### src/rtl/intr_ctrl.sv
// intr_ctrl: edge-detecting, maskable interrupt controller with one prioritised request to the CPU (round-robin when INTC_PRIO_ROTATE_EN is defined, else fixed lowest-index)
module intr_ctrl #(
    parameter int NSRC    = 4,
    parameter int VECW    = 2,
    parameter int datawid = 16
) (
    input  logic               clk,
    input  logic               rst_n,
    input  logic               cs,
    input  logic               wr,
    input  logic               rd,
    input  logic [1:0]         addr,
    input  logic [datawid-1:0] datain,
    output logic [datawid-1:0] dataout,
    input  logic [NSRC-1:0]    src,
    output logic               irq,
    output logic [VECW-1:0]    irq_vec,
    input  logic               irq_ack
);
    typedef enum logic [1:0] {IDLE, REQ, GAP} state_t;
    state_t state_q, state_d;
    logic [NSRC-1:0] src_q, pend_q, pend_d, en_q, en_d, rise, req;
    logic irq_q, irq_d;
    logic [VECW-1:0] vec_q, vec_d, win;
    logic [datawid-1:0] dout_q, dout_d;
    logic wr_en, rd_en;
`ifdef INTC_PRIO_ROTATE_EN
    logic [VECW-1:0] last_q, last_d;
    logic [2*NSRC-1:0] dbl;
`endif
    assign wr_en = cs & wr;
    assign rd_en = cs & rd;
    assign rise = src & ~src_q;
    assign req = pend_q & en_q;
    assign irq = irq_q;
    assign irq_vec = vec_q;
    assign dataout = dout_q;
`ifdef INTC_PRIO_ROTATE_EN
    // winner search starts just after the last serviced source, wrapping around
    always_comb begin
        win = '0;
        dbl = {req, req} >> (int'(last_q) + 1);
        for (int i = NSRC - 1; i >= 0; i--)
            if (dbl[i]) win = VECW'((int'(last_q) + 1 + i) % NSRC);
    end
`else
    // fixed priority: lowest active index wins
    always_comb begin
        win = '0;
        for (int i = NSRC - 1; i >= 0; i--)
            if (req[i]) win = VECW'(i);
    end
`endif
    // register file: enable writes, pending set/clear (rise > ack > W1C), read data capture
    always_comb begin
        en_d = en_q;
        pend_d = pend_q;
        dout_d = dout_q;
        if (wr_en && addr == 2'd0) en_d = datain[NSRC-1:0];
        if (wr_en && addr == 2'd1) pend_d = pend_d & ~datain[NSRC-1:0];
        if (state_q == REQ && irq_ack) pend_d = pend_d & ~(NSRC'(1) << vec_q);
        pend_d = pend_d | rise;
        if (rd_en)
            dout_d = addr == 2'd0 ? datawid'(en_q) :
                     addr == 2'd1 ? datawid'(pend_q) :
                     addr == 2'd2 ? datawid'({state_q == REQ, vec_q}) : '0;
    end
    // request FSM: grant from IDLE, hold through REQ until ack, one low cycle in GAP
    always_comb begin
        state_d = state_q;
        irq_d = irq_q;
        vec_d = vec_q;
`ifdef INTC_PRIO_ROTATE_EN
        last_d = last_q;
`endif
        case (state_q)
            IDLE: if (|req) begin
                vec_d = win;
                irq_d = 1'b1;
                state_d = REQ;
            end
            REQ: if (irq_ack) begin
                irq_d = 1'b0;
`ifdef INTC_PRIO_ROTATE_EN
                last_d = vec_q;
`endif
                state_d = GAP;
            end
            default: state_d = IDLE;
        endcase
    end
    // state registers with asynchronous reset
    always_ff @(posedge clk or negedge rst_n) begin
        if (!rst_n) begin
            state_q <= IDLE;
            src_q <= '0;
            pend_q <= '0;
            en_q <= '0;
            irq_q <= 1'b0;
            vec_q <= '0;
            dout_q <= '0;
`ifdef INTC_PRIO_ROTATE_EN
            last_q <= VECW'(NSRC - 1);
`endif
        end else begin
            state_q <= state_d;
            src_q <= src;
            pend_q <= pend_d;
            en_q <= en_d;
            irq_q <= irq_d;
            vec_q <= vec_d;
            dout_q <= dout_d;
`ifdef INTC_PRIO_ROTATE_EN
            last_q <= last_d;
`endif
        end
    end
endmodule

### config.mk
export PLATFORM = sky130hd
export DESIGN_NAME = intr_ctrl
export DESIGN_NICKNAME = d
export VERILOG_FILES = /design/src/rtl/intr_ctrl.sv
export SDC_FILE = /design/constraint.sdc
export NUM_CORES = 1
export LEC_CHECK = 0
export CORE_AREA = 2 2 40 78
export DETAILED_ROUTE_END_ITERATION = 16
export DIE_AREA = 0 0 42 80
export HOLD_SLACK_MARGIN = 0.03
export PLACE_DENSITY_LB_ADDON = 0.2
export REMOVE_ABC_BUFFERS = 1
export SYNTH_ARGS = -nofsm -noshare
export SYNTH_HDL_FRONTEND = slang
export SYNTH_SLANG_ARGS = --single-unit
### constraint.sdc
create_clock -name clk -period 1.27 [get_ports clk]
set_input_delay 0.254 -clock clk [delete_from_list [all_inputs] [get_ports clk]]
set_output_delay 0.254 -clock clk [all_outputs]
set_load 0.02 [all_outputs]
==> results.sh, run 1 <==
export IMPL_status="completed"
export IMPL_postRouteAntennaNets=0
export IMPL_crit_path_max_fanout=2
export IMPL_grt_pass1_wl_mm=3.525
export IMPL_dr_pass1_iters=4
export IMPL_finalPower_mw=2.332
export IMPL_hold_path_class="in2async"
export IMPL_r2r_slack_ns=0.11
export IMPL_timing_rr_start="state_q[1]"
export IMPL_via_per_inst=5.019
export IMPL_r2r_end="irq_vec[0]"
export IMPL_dp_cells=150
export IMPL_drv_slew=0
export IMPL_final_seq_area_um2=525.5
export IMPL_row_count=27
export IMPL_hold_buffers=0
export IMPL_cp_end_kind="primary output"
export IMPL_worstPathBufferInverterCount=1
export IMPL_clockRootBuffer="clkbuf_8"
export IMPL_worstRegToRegCells=2
export IMPL_p_leak_nw=0.6471
export IMPL_path_depth=1
export IMPL_fin_crit_ns=1.207
export IMPL_die_h_um=80
export IMPL_synth_seq_area_share=0.5036
export IMPL_nNetsFinal=155
export IMPL_finalHoldViolations=0
export IMPL_diodes=0
export IMPL_critical_path_class="reg2out"
export IMPL_numCtsBuffers=3
export IMPL_grt_usage=0.1421
export IMPL_core_um2=2736
export IMPL_cap_violations=0
export IMPL_ios=47
export IMPL_drc_errors=0
export IMPL_setup_worst_path_start_class="flip-flop"
export IMPL_grt_max_degree=22
export IMPL_syn_inst=94
export IMPL_grt_pass1_vias=746
export IMPL_cpPeakStageDelay_ns=0.38
export IMPL_async_flop_share=1.000
export IMPL_portBuffers=22
export IMPL_rsz0062_at_grt="no"
export IMPL_multi_input_area_um2=429.2
export IMPL_dpl_hpwl_mm=1.732
export IMPL_clk_path_buf_depth=2
export IMPL_vdd_drop_max_mv=0.9006
export IMPL_finalNonFillerCells=155
export IMPL_routabilityCongestion=0.8529
export IMPL_synth_seq_cells=21
export IMPL_dieArea_um2=3360
export IMPL_tritoncts="yes"
export IMPL_grt_remaining_overflow=0
export IMPL_routed_wl_mm=2.165
export IMPL_drt_iter0_markers=27
export IMPL_drive_above_1_share=0.1905
export IMPL_cpLargestDelayFamily="flip-flops"
export IMPL_fill_cells=255
export IMPL_start_util=0.3813
export IMPL_worst_path_max_delay_cell="dfrtp_1"
export IMPL_synth_edff_count=0
export IMPL_crit_path_cell_trace="dlygate4sd2_1"
export IMPL_critical_path_arrival_ns=0.95
export IMPL_yosys_warnings=0
export IMPL_syn2layout_area_growth_pct=29.14
export IMPL_ys_flop_type="dfrtp_1"
export IMPL_path_clk_slew_ns=0.07
export IMPL_syn_avg_cell_area_um2=11.10
export IMPL_num_vias=778
export IMPL_crit_required_ns=1.02
export IMPL_power_density_nw_per_um2=1731
export IMPL_routedWlPerCell_um=13.97
export IMPL_syn_area_um2=1044
export IMPL_dieWidth_um=42
export IMPL_fin_crit_sh=0.9507
export IMPL_finalSetupViolCount=0
export IMPL_skew_ns=0.001783
export IMPL_antenna_found_initial=0
export IMPL_fmax_mhz=828.2
export IMPL_cts_max_level=1
export IMPL_cts_sinks=21
export IMPL_yosysUniqueCellTypes=28
export IMPL_clkLatencyLatePin_ns=0.26
[logic make-up (layout without fill, tap and decap cells)]
family                 Yosys count  count (layout)  share of synthesized area
and+or+nand+nor                 19              19                     0.1151
other                            1              12                   0.003594
DFF                             21              21                     0.5036
buffers and inverters           23              44                     0.1307
AOI/OAI and AO/OA               19              19                     0.1331
muxes                           11              11                     0.1139
[flip-flops by register name, summed over array words and instances, names as in the netlist]
name and count:
en_q 4, src_q 4, irq_vec 2, dataout 4
state_q 2, irq 1, pend_q 4
[worst max path at each step]
stage                  to  startpoint  slack (ns)
2_1_floorplan   pend_q[2]  irq_vec[0]        0.12
3_3_place_gp      en_q[0]     addr[1]       -0.36
3_5_place_dp      en_q[2]     addr[1]       -0.38
4_1_cts        irq_vec[0]  irq_vec[0]        0.01
5_1_grt        irq_vec[0]  state_q[0]       0.005
6_report       irq_vec[1]  irq_vec[1]        0.06
[worst reg2reg max path, stage by stage, from the launching register on]
cell      delay (ns)
dfrtp_1         0.41
or2_0           0.33
a221oi_1        0.32
[layout make-up]
class,count,share of cell area
multi-input combinational,61,0.3185
inverter,9,0.02507
tap,29,0.02693
timing repair buffer,31,0.2061
clock buffer,4,0.03343
sequential,21,0.3900
[cell usage in the layout, fill, tap and decap left out]
cell type	n
dlygate4sd2_1	7
o221ai_1	2
nor3_4	1
buf_4	8
a221oi_1	1
nand3b_1	1
clkbuf_2	1
mux2i_1	4
inv_1	9
o31ai_1	1
a21oi_1	1
mux2_2	6
a31o_2	1
o21ai_0	2
clkdlybuf4s50_1	11
clkbuf_8	3
nor2_1	1
o2bb2ai_1	1
nand2_2	1
a22oi_1	3
and4bb_2	1
dfrtp_1	21
mux2_4	1
o22a_1	1
and4b_1	1
o21ai_1	1
o22ai_1	3
a22o_1	2
clkbuf_1	1
or2_0	1
conb_1	12
clkdlybuf4s15_1	3
nand2_1	8
nand4b_1	2
buf_6	1
nand2b_1	2
[per-layer routing]
metal  vias to the layer above  GRT usage  routed length, um
met5                         -          0                  0
met4                         0    0.08065                 79
met3                         7    0.03620                 96
met2                        29     0.2453               1219
met1                       370     0.1530                769
li1                        372          -                  -
[where the power goes]
part / switching (mW) / internal, mW
combinational: 0.463 / 0.417
sequential: 0.164 / 0.863
clock: 0.202 / 0.223
[stage by stage]
| step | utilization | setup WS (ns) | hold slack (ns) | TNS, ns | instance area, um^2 |
|---|---|---|---|---|---|
| detailed placement | 0.4746 | -0.3765 | 0.4203 | -3.494 | 1299 |
| global placement | 0.4746 | -0.3650 | 0.4113 | -3.367 | 1299 |
| global route | 0.4925 | 0.004860 | 0.3406 | 0 | 1348 |
| finish | 0.4925 | 0.06263 | 0.3359 | 0 | 1348 |
| floorplan | - | 0.1159 | -0.04159 | 0 | 982.2 |
| CTS | 0.4925 | 0.01103 | 0.3490 | 0 | 1348 |
[repair_timing]
item / CTS / global route
gates resized for setup: 14 / 5
buffers inserted: 1 / 0
endpoints found under the setup margin: 16 / 4
pin swaps: 1 / 0
[cell usage after synthesis, drive strengths merged, types with 2 or more instances]
cell type  number  area, um^2
a22oi           3       22.52
mux2            7       78.83
nand2           9       33.78
nand2b          2       12.51
a22o            2       17.52
dfrtp          21       525.5
inv             9       33.78
o22ai           3       18.77
mux2i           4       40.04
o221ai          2       17.52
buf            14       102.6
nand4b          2       17.52
o21ai           3       15.01
No activity file was read; power rests on OpenSTA's default activity.
==> run 2: changes to the inputs <==
--- a/config.mk
+++ b/config.mk
@@ -12,4 +12,5 @@
 export PLACE_DENSITY_LB_ADDON = 0.2
 export REMOVE_ABC_BUFFERS = 1
+export SETUP_SLACK_MARGIN = 0.05
 export SYNTH_ARGS = -nofsm -noshare
 export SYNTH_HDL_FRONTEND = slang
==> constraint.sdc (replaced) <==
create_clock -name clk -period 1.27 [get_ports clk]
set_input_delay 0.3175 -clock clk [delete_from_list [all_inputs] [get_ports clk]]
set_output_delay 0.3175 -clock clk [all_outputs]
set_load 0.02 [all_outputs]
==> run 2 against run 1 <==
Maximum frequency shrank 0.32%; die area is the same; setup slack worse by 0.0039 ns; sequential cell count unchanged; combinational power rose by 3.0%.
==> results.sh, run 2 (same netlist as run 1, synthesis figures left out) <==
export IMPL_finalNonFillerCells=156
export IMPL_postRouteAntennaNets=0
export IMPL_cts_sinks=21
export IMPL_r2r_end="pend_q[0]"
export IMPL_via_per_inst=5.071
export IMPL_dpl_hpwl_mm=1.814
export IMPL_rsz0062_at_grt="yes"
export IMPL_grt_max_degree=22
export IMPL_r2r_slack_ns=0.06
export IMPL_finalSetupViolCount=0
export IMPL_routed_wl_mm=2.242
export IMPL_antenna_found_initial=0
export IMPL_finalHoldViolations=0
export IMPL_row_count=27
export IMPL_worstPathBufferInverterCount=1
export IMPL_status="completed"
export IMPL_drive_above_1_share=0.2520
export IMPL_fin_crit_ns=1.211
export IMPL_grt_remaining_overflow=0
export IMPL_setup_worst_path_start_class="flip-flop"
export IMPL_syn2layout_area_growth_pct=29.98
export IMPL_final_common_cell="dfrtp_1"
export IMPL_path_clk_slew_ns=0.07
export IMPL_crit_path_cell_trace="buf_6 > and4bb_2 > a22oi_1 > a22o_1"
export IMPL_dr_pass1_iters=4
export IMPL_skew_ns=0.001441
export IMPL_tritoncts="yes"
export IMPL_portBuffers=22
export IMPL_cpPeakStageDelay_ns=0.39
export IMPL_timing_hold_ws_ns=0.4044
export IMPL_die_h_um=80
export IMPL_drt_iter0_markers=25
export IMPL_ios=47
export IMPL_clockRootBuffer="clkbuf_8"
export IMPL_core_um2=2736
export IMPL_nNetsFinal=156
export IMPL_cpLargestDelayFamily="flip-flops"
export IMPL_dieWidth_um=42
export IMPL_hold_buffers=0
export IMPL_post_route_util=0.4957
export IMPL_drv_slew=0
export IMPL_routabilityCongestion=0.8540
export IMPL_grt_usage=0.1425
export IMPL_hold_path_class="in2async"
export IMPL_fmax_mhz=825.6
export IMPL_critical_path_class="reg2reg"
export IMPL_cts_max_level=1
export IMPL_diodes=0
export IMPL_worst_path_max_delay_cell="dfrtp_1"
export IMPL_drc_errors=0
export IMPL_dieArea_um2=3360
export IMPL_numCtsBuffers=3
export IMPL_grt_pass1_wl_mm=3.505
export IMPL_power_density_nw_per_um2=1736
export IMPL_num_vias=791
export IMPL_start_util=0.3813
export IMPL_fin_crit_sh=0.9538
export IMPL_dp_cells=151
export IMPL_crit_required_ns=1.41
export IMPL_routedWlPerCell_um=14.37
export IMPL_cp_end_kind="flip-flop"
export IMPL_p_leak_nw=0.6613
export IMPL_crit_path_max_fanout=3
export IMPL_critical_path_arrival_ns=1.36
export IMPL_grt_pass1_vias=749
export IMPL_layout_common_cells="21 x dfrtp_1, 12 x conb_1, 10 x clkdlybuf4s50_1"
export IMPL_worstRegToRegCells=4
export IMPL_clkLatencyLatePin_ns=0.25
export IMPL_cap_violations=0
export IMPL_timing_rr_start="irq_vec[0]"
export IMPL_vdd_drop_max_mv=0.7104
export IMPL_clk_path_buf_depth=2
run 2: layout make-up:
cell class	count	area, um^2
multi-input cells	61	437.9
well taps	29	36.28
clock buffers	4	45.04
fillers	264	1380
flip-flops and latches	21	525.5
inverters	9	33.78
repair buffers	32	277.8
run 2: worst max-delay path by stage:
stage / start / to / cells after the start
floorplan: irq_vec[0] / pend_q[2] / 3
global placement: addr[0] / en_q[0] / 4
detailed placement: addr[1] / en_q[2] / 3
CTS: dataout[0] / dataout[0] / 1
global route: irq_vec[0] / pend_q[0] / 4
finish: irq_vec[0] / pend_q[0] / 4
run 2: power by group:
part / total, mW / switching (mW) / internal, mW
Clock: 0.421 / 0.198 / 0.223
Sequential: 1.03 / 0.164 / 0.862
Combinational: 0.907 / 0.476 / 0.431
run 2: per-stage QoR:
stage	TNS (ns)	total power, mW	instance area (um^2)	setup WS [ns]
6_report	0	2.354	1356	0.05872
5_1_grt	0	2.515	1356	0.004966
4_1_cts	0	2.403	1379	0.03414
3_5_place_dp	-4.252	2.003	1319	-0.4383
3_3_place_gp	-4.134	1.977	1319	-0.4301
2_1_floorplan	0	1.552	982.2	0.1159
run 2: layer usage:
metal	GRT usage	vias up	share of wire
met5	0	-	0
met4	0.09032	0	0.045
met1	0.1470	384	0.36
li1	-	370	-
met3	0.01810	10	0.042
met2	0.2609	27	0.56
run 2: what timing repair did:
item                       4_1_cts  5_1_grt
pin swaps                        2        2
buffers inserted                 1        0
cloned                           0        0
resized for setup               33        8
setup endpoints to repair       18        8
==> run 3: changes to the inputs <==
Settings changed: CORE_AREA 2 2 40 78 to 2 2 54 56, DIE_AREA 0 0 42 80 to 0 0 56 58.
==> run 3 against run 2 <==
Critical path depth did not move; maximum frequency fell by 1.2%; sequential cell count did not move.
==> results.sh, run 3 (same netlist as run 1, synthesis figures left out) <==
export IMPL_skew_ns=0.009559
export IMPL_met3_usage=0.02455
export IMPL_drv_slew=0
export IMPL_rsz0062_at_grt="yes"
export IMPL_die_h_um=58
export IMPL_post_route_util=0.5136
export IMPL_dieWidth_um=56
export IMPL_power_density_nw_per_um2=1672
export IMPL_dpl_hpwl_mm=1.567
export IMPL_tritoncts="yes"
export IMPL_cts_max_level=1
export IMPL_internal_power_mw=1.456
export IMPL_dr_pass1_iters=4
export IMPL_status="completed"
export IMPL_clk_path_buf_depth=2
export IMPL_p_sw_mw=0.8303
export IMPL_fill_cells=259
export IMPL_drt_iter0_markers=18
export IMPL_fin_crit_ns=1.226
export IMPL_critical_path_class="reg2reg"
export IMPL_core_um2=2663
export IMPL_clockRootBuffer="clkbuf_4"
export IMPL_grtUsageMet2=0.2336
export IMPL_finalNonFillerCells=157
export IMPL_cap_violations=0
export IMPL_ios=47
export IMPL_syn2layout_area_growth_pct=31.05
export IMPL_numCtsBuffers=3
export IMPL_finalSetupViolCount=0
export IMPL_grtUsageMet1=0.1703
export IMPL_grt_usage=0.1376
export IMPL_clkLatencyLatePin_ns=0.30
export IMPL_crit_required_ns=1.47
export IMPL_p_leak_nw=0.6570
export IMPL_drive_above_1_share=0.2698
export IMPL_fin_crit_sh=0.9655
export IMPL_grt_pass1_vias=792
export IMPL_routed_wl_mm=2.042
export IMPL_pwr_share_clk=0.137
export IMPL_postRouteAntennaNets=0
export IMPL_crit_path_max_fanout=3
export IMPL_drc_errors=0
export IMPL_grt_busiest_layer="met2"
export IMPL_num_vias=794
export IMPL_grt_max_degree=22
export IMPL_critical_path_arrival_ns=1.42
export IMPL_start_util=0.3919
export IMPL_layout_common_cells="21 x dfrtp_1, 12 x conb_1, 11 x clkdlybuf4s50_1"
export IMPL_grt_remaining_overflow=0
export IMPL_row_count=19
export IMPL_fmax_mhz=815.6
export IMPL_dp_cells=152
export IMPL_cp_end_kind="flip-flop"
export IMPL_antenna_found_initial=0
export IMPL_path_clk_slew_ns=0.12
export IMPL_dieArea_um2=3248
export IMPL_cts_sinks=21
export IMPL_grt_pass1_wl_mm=3.436
export IMPL_hold_path_class="in2async"
export IMPL_vdd_drop_max_mv=0.9001
export IMPL_portBuffers=22
export IMPL_setup_worst_path_start_class="flip-flop"
export IMPL_routabilityCongestion=0.7921
export IMPL_pwr_share_seq=0.444
export IMPL_p_comb_frac=0.419
export IMPL_nNetsFinal=155
export IMPL_routedWlPerCell_um=13.01
export IMPL_sw_frac_of_total=0.3631
export IMPL_tns_ns=0
export IMPL_via_per_inst=5.057
export IMPL_final_common_cell="dfrtp_1"
export IMPL_finalHoldViolations=0
export IMPL_diodes=0
[run 3: worst paths after layout]
kind / startpoint / to / slack [ns] / cells after the start
worst max-delay path: irq_vec[0] / pend_q[2] / 0.04 / 4
worst min-delay path: rst_n / dataout[3] / 0.34 / 2
worst max register to register: irq_vec[0] / pend_q[2] / 0.04 / 4
worst min register to register: src_q[1] / pend_q[1] / 0.43 / 1
max in group asynchronous: rst_n / src_q[0] / 0.78 / 2
min in group clk: src_q[1] / pend_q[1] / 0.43 / 1
[run 3: power by group through the flow]
stage	Combinational [mW]	Sequential, mW	Clock (mW)
after floorplan	0.449	1.10	0
after global placement	0.953	1.01	0
after detailed placement	0.961	1.02	0
after CTS	0.926	1.01	0.324
after global routing	1.05	1.04	0.362
final	0.958	1.02	0.313
[run 3: critical path: stages, from the launching register on]
cell,delay (ns)
dfrtp_1,0.40
buf_6,0.12
and4bb_2,0.32
a22oi_2,0.09
a22o_1,0.19
[run 3: metal layers]
layer | up-vias | part of all wire
li1 | 372 | -
met1 | 389 | 0.42
met2 | 29 | 0.51
met3 | 4 | 0.050
met4 | 0 | 0.016
met5 | - | 0
[run 3: metrics by stage]
step	cell area, um^2	setup WS, ns	total power [mW]	hold WS (ns)
2_1_floorplan	982.2	0.1159	1.552	0.02191
3_3_place_gp	1314	-0.3620	1.967	0.4044
3_5_place_dp	1314	-0.3873	1.982	0.4176
4_1_cts	1343	0.02943	2.258	0.3414
5_1_grt	1368	-0.005535	2.453	0.3369
6_report	1368	0.04384	2.287	0.3419
[run 3: cell type report]
cell class,count,area [um^2],area share
Tap cell,31,38.79,0.02836
Timing Repair Buffer,31,280.3,0.2049
Inverter,9,33.78,0.02470
Sequential cell,21,525.5,0.3843
Multi-Input combinational cell,61,462.9,0.3385
Clock buffer,4,26.28,0.01921
[run 3: repair_timing]
| item | 4_1_cts | 5_1_grt |
|---|---|---|
| hold buffers | 0 | 0 |
| setup endpoints to repair | 18 | 8 |
| hold endpoints to repair | 0 | 0 |
| resized for setup | 41 | 6 |
| buffers inserted | 1 | 0 |
| pin swaps | 5 | 4 |
